<file path="config.mk">
export PLATFORM = sky130hd
export DESIGN_NAME = text_writer
export DESIGN_NICKNAME = d
export VERILOG_FILES = /design/src/rtl/text_writer.sv
export SDC_FILE = /design/constraint.sdc
export NUM_CORES = 1
export LEC_CHECK = 0
export BUFFER_PORTS_ARGS = -buffer_cell sky130_fd_sc_hd__buf_2
export CORE_MARGIN = 2
export CORE_UTILIZATION = 60
export DETAILED_ROUTE_END_ITERATION = 6
export GPL_TIMING_DRIVEN = 0
export PLACE_DENSITY = 0.9
export REMOVE_ABC_BUFFERS = 1
export SLEW_MARGIN = 25
export SYNTH_ARGS = -nofsm -noshare
export SYNTH_HDL_FRONTEND = slang
export SYNTH_SLANG_ARGS = --single-unit
</file>
<file path="constraint.sdc">
create_clock -name Clock -period 12 [get_ports Clock]
set_input_delay 1.2 -clock Clock [delete_from_list [all_inputs] [get_ports Clock]]
set_output_delay 1.2 -clock Clock [all_outputs]
set_load 0.02 [all_outputs]
</file>
<file path="src/rtl/text_writer.sv">
// Byte-stream interpreter: turns received UART bytes into {attr, glyph} text RAM writes,
// tracking the cursor and colour attribute and executing backspace/newline/colour/clear.
module text_writer #(
  parameter int          COLUMNS      = 80,
  parameter int          ROWS         = 30,
  parameter logic [7:0]  DEFAULT_ATTR = 8'h70
) (
  input  logic        Clock,
  input  logic        Reset,
  input  logic [7:0]  RxData_i,
  input  logic        RxDone_i,
  output logic [11:0] Address_o,
  output logic [15:0] Data_o,
  output logic        WriteEnable_o,
  output logic [11:0] CursorAddress_o,
  output logic        Busy_o,
  output logic        Overrun_o
);

  localparam int CW    = $clog2(COLUMNS);
  localparam int RW    = $clog2(ROWS);
  localparam int CELLS = COLUMNS * ROWS;

  typedef enum logic {IDLE, CLEAR} state_t;

  state_t        state_q, state_d;
  logic [CW-1:0] col_q, col_d;
  logic [RW-1:0] row_q, row_d;
  logic [7:0]    attr_q, attr_d;
  logic [11:0]   addr_q, addr_d;
  logic [15:0]   data_q, data_d;
  logic          we_q, we_d;
  logic [11:0]   cursor_q, cursor_d;
  logic          busy_q, busy_d;
  logic          ovr_q, ovr_d;
  logic [11:0]   sweep_q, sweep_d;

  function automatic logic [11:0] cell_addr(input logic [RW-1:0] r, input logic [CW-1:0] c);
    return 12'(r) * 12'(COLUMNS) + 12'(c);
  endfunction

  always_comb begin
    state_d = state_q;
    col_d   = col_q;
    row_d   = row_q;
    attr_d  = attr_q;
    addr_d  = addr_q;
    data_d  = data_q;
    we_d    = 1'b0;
    busy_d  = 1'b0;
    ovr_d   = 1'b0;
    sweep_d = sweep_q;

    case (state_q)
      IDLE: begin
        if (RxDone_i) begin
          if (RxData_i[7]) begin
            attr_d = {1'b0, RxData_i[6:0]};
          end else if (RxData_i == 8'h08) begin
            if (col_q != '0 || row_q != '0) begin
              if (col_q == '0) begin
                col_d = CW'(COLUMNS - 1);
                row_d = row_q - RW'(1);
              end else begin
                col_d = col_q - CW'(1);
              end
              we_d   = 1'b1;
              addr_d = cell_addr(row_d, col_d);
              data_d = {attr_q, 8'h20};
            end
          end else if (RxData_i == 8'h13) begin
            col_d = '0;
            row_d = (row_q == RW'(ROWS - 1)) ? '0 : row_q + RW'(1);
          end else if (RxData_i == 8'h0C) begin
            state_d = CLEAR;
            sweep_d = '0;
          end else begin
            we_d   = 1'b1;
            addr_d = cell_addr(row_q, col_q);
            data_d = {attr_q, RxData_i};
            if (col_q == CW'(COLUMNS - 1)) begin
              col_d = '0;
              row_d = (row_q == RW'(ROWS - 1)) ? '0 : row_q + RW'(1);
            end else begin
              col_d = col_q + CW'(1);
            end
          end
        end
      end
      CLEAR: begin
        // One blank cell per cycle; incoming bytes cannot be queued, so flag them.
        busy_d = 1'b1;
        we_d   = 1'b1;
        addr_d = sweep_q;
        data_d = {attr_q, 8'h20};
        ovr_d  = RxDone_i;
        if (sweep_q == 12'(CELLS - 1)) begin
          state_d = IDLE;
          col_d   = '0;
          row_d   = '0;
        end else begin
          sweep_d = sweep_q + 12'd1;
        end
      end
      default: state_d = IDLE;
    endcase

    cursor_d = cell_addr(row_d, col_d);
  end

  always_ff @(posedge Clock or negedge Reset) begin
    if (!Reset) begin
      state_q  <= IDLE;
      col_q    <= '0;
      row_q    <= '0;
      attr_q   <= DEFAULT_ATTR;
      addr_q   <= '0;
      data_q   <= '0;
      we_q     <= 1'b0;
      cursor_q <= '0;
      busy_q   <= 1'b0;
      ovr_q    <= 1'b0;
      sweep_q  <= '0;
    end else begin
      state_q  <= state_d;
      col_q    <= col_d;
      row_q    <= row_d;
      attr_q   <= attr_d;
      addr_q   <= addr_d;
      data_q   <= data_d;
      we_q     <= we_d;
      cursor_q <= cursor_d;
      busy_q   <= busy_d;
      ovr_q    <= ovr_d;
      sweep_q  <= sweep_d;
    end
  end

  assign Address_o       = addr_q;
  assign Data_o          = data_q;
  assign WriteEnable_o   = we_q;
  assign CursorAddress_o = cursor_q;
  assign Busy_o          = busy_q;
  assign Overrun_o       = ovr_q;

endmodule

</file>
======== After elaboration in Yosys (flattened, before gate mapping) ========
Index checks and enable logic that the tools add are counted.
operators by class
  $add $sub $neg .......................... 8
  multipliers ............................. 3
  equality and inequality tests ........... 15
  multiplexer cells ....................... 68
  bitwise gates (word level) .............. 1
  reduce and logical (&&, ||, !) cells .... 7
operators with widths
  operator                                              count
  two-way mux 12 bit                                    12
  two-way mux 7 bit                                     14
  two-way mux 16 bit                                    6
  two-way mux 5 bit                                     15
  one-hot mux 12 bit (2 select lines)                   2
  adder 12 x 7 -> 12 bit                                3
  one-hot mux 16 bit (2 select lines)                   1
  multiplier 5 x 3 -> 8 bit (second input constant)     3
  equality test 8 x 4 -> 1 bit (second input constant)  2
  two-way mux 1 bit                                     14
  one-hot mux 7 bit (2 select lines)                    1
  adder 12 x 1 -> 12 bit (second input constant)        1
  equality test 12 bit (second input constant)          1
  != test 2 bit (second input constant)                 6
  one-hot mux 5 bit (2 select lines)                    1
  != test 3 bit (second input constant)                 3
  equality test 8 x 5 -> 1 bit (second input constant)  1
  adder 7 x 1 -> 7 bit (second input constant)          1
  equality test 7 bit (second input constant)           1
  zero test 7 bit                                       1
  nonzero test 7 bit                                    1
  subtractor 7 x 1 -> 7 bit (second input constant)     1
  AND reduction 6 bit                                   1
  adder 5 x 1 -> 5 bit (second input constant)          1
  8 further kinds                                       9
word-level totals
  register bits ........................... 75
  output and inout bits ................... 43

======== Logic depth before layout (Yosys ltp) ========
  depth after elaboration ................. 14
  gate-level depth with buffers ........... 19

======== Worst setup path before layout ========
No wires, ideal clock.
  kind .................................... input to register
  start ................................... in RxData_i[5]
  end ..................................... reg cursor_q[10] (netlist: CursorAddress_o[10])
  library setup time ...................... 125 ps
  arrival ................................. 4304 ps
  required time ........................... 11875 ps
  setup slack ............................. 7571 ps
  cell stages on the path ................. 14
  cell sequence ........................... nor4_4 nand2_1 nor2_1 nor2_1 o21ai_0 o21a_1 inv_1 ha_1 ha_1 fa_1 xor2_1 o2111ai_1 xnor2_1 xnor2_1
on the way
  word-level cells in the longest chain between the ends .. 9
  elaborated cells on any way between the ends .. 17
ends and longest elaborated chain
  element                                 line  text
  start: declaration                      10    input logic [7:0] RxData_i,
  equality test 8 x 4 -> 1 bit            74    end else if (RxData_i == 8'h0C) begin
  two-way mux 5 bit                       74
  two-way mux 5 bit                       71    end else if (RxData_i == 8'h13) begin
  two-way mux 5 bit (*)                   59    end else if (RxData_i == 8'h08) begin
  two-way mux 5 bit (*)                   57    if (RxData_i[7]) begin
  two-way mux 5 bit (*)                   56    if (RxDone_i) begin
  one-hot mux 5 bit (2 select lines) (*)  54    case (state_q)
  net row_d[1]                            28    logic [RW-1:0] row_q, row_d;
  multiplier 5 x 3 -> 8 bit (*)           39    return 12'(r) * 12'(COLUMNS) + 12'(c);
  adder 12 x 7 -> 12 bit (*)              39
  net cursor_d[10]                        33    logic [11:0] cursor_q, cursor_d;
  end signal: assignment                  132   cursor_q <= cursor_d;
  end: declaration                        33
The timed path passes the listed nets; every way through them passes the cells marked *.
A chain may end at the register's enable or synchronous reset.

======== Worst setup path after layout ========
  start ................................... in RxData_i[5]
  end ..................................... reg cursor_q[11] (netlist: CursorAddress_o[11])
The elaborated chain is that of the path after synthesis.

==> impl_metrics.ini <==
[global_routing]
grtUsageTotal_pct = 28.02
antenna_found_initial = 0
grt_pass1_wl_um = 19570
grt_pass1_vias = 4134
grt_max_degree = 43
grt.overflow.total = 0

[finish]
area_growth_pct = 9.567
fin_util_pct = 68.07
finalInstanceArea_um2 = 5288
drive_above_1_share_pct = 19.78
n_fill_cell = 604
fin_nets = 596
diodes = 0

[timing]
tightest_slew_ns = 0.9926
finalMaxSlewViolations = 0
rsz0062_at_grt = false
hold-worst-slack_ns = 0.5073
max_clock_freq_mhz = 196.9
setup_viol_count_final = 0
clock_skew_ns = 0.01330
setup_slack_ns = 6.921
hold_viol = 0
fin_tns_setup_ns = 0
period_share_pct = 42.33
final.min_clock_period_ns = 5.079
slew_headroom_pct = 33.64

[synthesis]
synth_top_area_cell = dfrtp_1
synth_top_area_share_pct = 34.22
synth_ff_type = dfrtp_1
syn_inst = 511
synthDistinctLibCells = 67
synthTopCellsByArea = dfrtp_1 (34%), ha_1 (8.6%), xnor2_1 (4.2%)
synth_edf_count = 0
netlist_area_um2 = 4826
synth-async-reset-ratio_pct = 100.0
yosys_warnings = 0
ys_top_cells_by_count = dfrtp_1 (66), nand2_1 (42), o21ai_0 (36), nor2_1 (35)
synth_seq_cells = 69
syn_area_per_cell_um2 = 9.444
ys_seq_area_share_pct = 35.86
synthMostInstantiatedCell = dfrtp_1

[power_and_ir_drop]
comb_power_share_pct = 40.3
p_sw_mw = 0.3444
p_int_mw = 0.5297
switching_share_pct = 39.40
leakage_nw = 2.337
seqPwrFrac_pct = 36.2
max-vdd-ir-drop_uv = 104.2
p_clk_share_pct = 23.5
pwr_density_cell_nw_per_um2 = 165.3

[detailed_routing]
wirelength_um = 11480
ant_nets = 0
drt_iter0_markers = 414
drcViolationCount = 0
wl_per_cell_um = 17.58
route.vias.total = 4063
viasPerCell = 6.222
first_pass_iters = 5

[placed_design]
globalplace.congestion = 0.9681
place_ws_ns = 6.608
place_area_um2 = 5071
hpwl_um = 8386
port_buffers = 51

[clock_network]
cts_tree = done
h-tree-depth = 3
root_buffer = clkbuf_8
cts_resized = 0
cts.clk_slew.worst_paths_ns = 0.08
cts_hold_buf = 0
cts_made_buffers = 9
cts.sink_count = 69
cts_max_path_buffers = 2
clk_latency_ns = 0.35
postCtsSetupBuffers = 0

[die]
initial_core_util_pct = 62.13
rows = 32
dieArea_um2 = 8777
die-width_um = 93.69
die_h_um = 93.69
core_area_um2 = 7767
io_pins = 54

[hold_path]
min-delay-path-class = register to register

[worst_setup_path]
end_kind = register
required_ns = 12.23
cp-start-kind = primary input
criticalPathCategory = primary input to register
crit_fanout = 15
cp.arrival_ns = 5.31

[run]
cap_violations = 0

[run_status]
run_status = complete, no violations
[placed cells by master (no fill, tap or decap), types with 3 or more instances in the layout]
cell and n:
a211oi_1 13, a21o_1 6, a21oi_1 33, a22o_1 5
a22oi_1 5, a31oi_1 6, a32o_1 3, a32oi_1 4
and2_1 5, and3_1 5, buf_2 50, clkbuf_8 9
dfrtp_1 65, dfstp_2 3, fa_1 6, ha_1 33
inv_1 26, mux2_2 15, nand2_1 42, nand2b_1 4
nand3_1 13, nand4_1 12, nor2_1 35, nor2b_1 7
nor3_1 9, nor3b_1 6, o21ai_0 36, o21ai_1 3
o22ai_1 4, or2_2 3, or3_1 6, xnor2_1 23
xor2_1 10
[worst paths after layout]
kind                                    startpoint             endpoint  slack (ns)  cells after the start
worst max-delay path                   RxData_i[5]  CursorAddress_o[11]        6.92                     16
worst min-delay path                    Data_o[10]           Data_o[10]        0.51                      1
worst max register to register  CursorAddress_o[0]         Address_o[9]        7.46                     15
worst min register to register          Data_o[10]           Data_o[10]        0.51                      1
max in group asynchronous                    Reset              state_q       10.69                      2
min in group asynchronous                    Reset  CursorAddress_o[10]        0.75                      1
[flip-flops by register name (all words and copies together) (netlist names)]
name,flops
Data_o,14
Address_o,12
CursorAddress_o,12
sweep_q,12
attr_q,7
row_q,5
col_q,3
Busy_o,1
Overrun_o,1
WriteEnable_o,1
state_q,1
[power by group through the flow]
stage	clock (mW)	combinational (mW)	sequential [mW]
detailed placement	0	0.346	0.318
finish	0.205	0.353	0.316
global placement	0	0.330	0.315
global route	0.220	0.392	0.320
floorplan	0	0.215	0.347
CTS	0.209	0.350	0.314
[worst max-delay path, stage by stage]
cell      delay [ns]
buf_2           0.13
nor4_4          0.48
nand2_1         0.51
nor2_1          0.63
nor2_1          0.10
o21ai_0         0.16
o21a_1          0.21
inv_1           0.10
ha_1            0.30
ha_1            0.26
fa_1            0.58
nand2_1         0.07
nor2_1          0.15
nand2_1         0.10
a211oi_1        0.19
a32oi_1         0.13
[area by class of cell]
type / instances / area (um^2) / share of cell area, %
repair buffers: 52 / 277.8 / 5.253
clock buffers: 10 / 127.6 / 2.414
well taps: 102 / 127.6 / 2.414
inverters: 26 / 97.59 / 1.846
flip-flops and latches: 69 / 1732 / 32.75
multi-input cells: 388 / 2838 / 53.67
clock inverters: 6 / 87.58 / 1.656
[per-layer routing]
layer	share of wire (%)	track usage [%]	vias up
li1	-	-	1903
met1	42	36.65	1958
met2	49	44.94	172
met3	6.5	5.939	30
met4	2.9	12.32	0
met5	0	0	-
[per-stage QoR]
stage / instances / total power, mW
CTS: 653 / 0.8736
global placement: 636 / 0.6454
global route: 653 / 0.9313
finish: 653 / 0.8741
detailed placement: 637 / 0.6648
floorplan: 483 / 0.5614
[cell families (layout without fill, tap and decap cells)]
| family | after synthesis | in the layout | share of synthesized area (%) |
|---|---|---|---|
| AOI/OAI and AO/OA | 134 | 134 | 18.72 |
| adders and majority gates | 39 | 39 | 11.05 |
| DFF | 69 | 69 | 35.86 |
| other | 1 | 2 | 0.07771 |
| muxes | 15 | 15 | 3.500 |
| xor gates and xnor gates | 33 | 33 | 5.989 |
| and+or+nand+nor | 165 | 165 | 19.29 |
| buffers and inverters | 55 | 94 | 5.522 |
(Power assumes the default switching activity.)
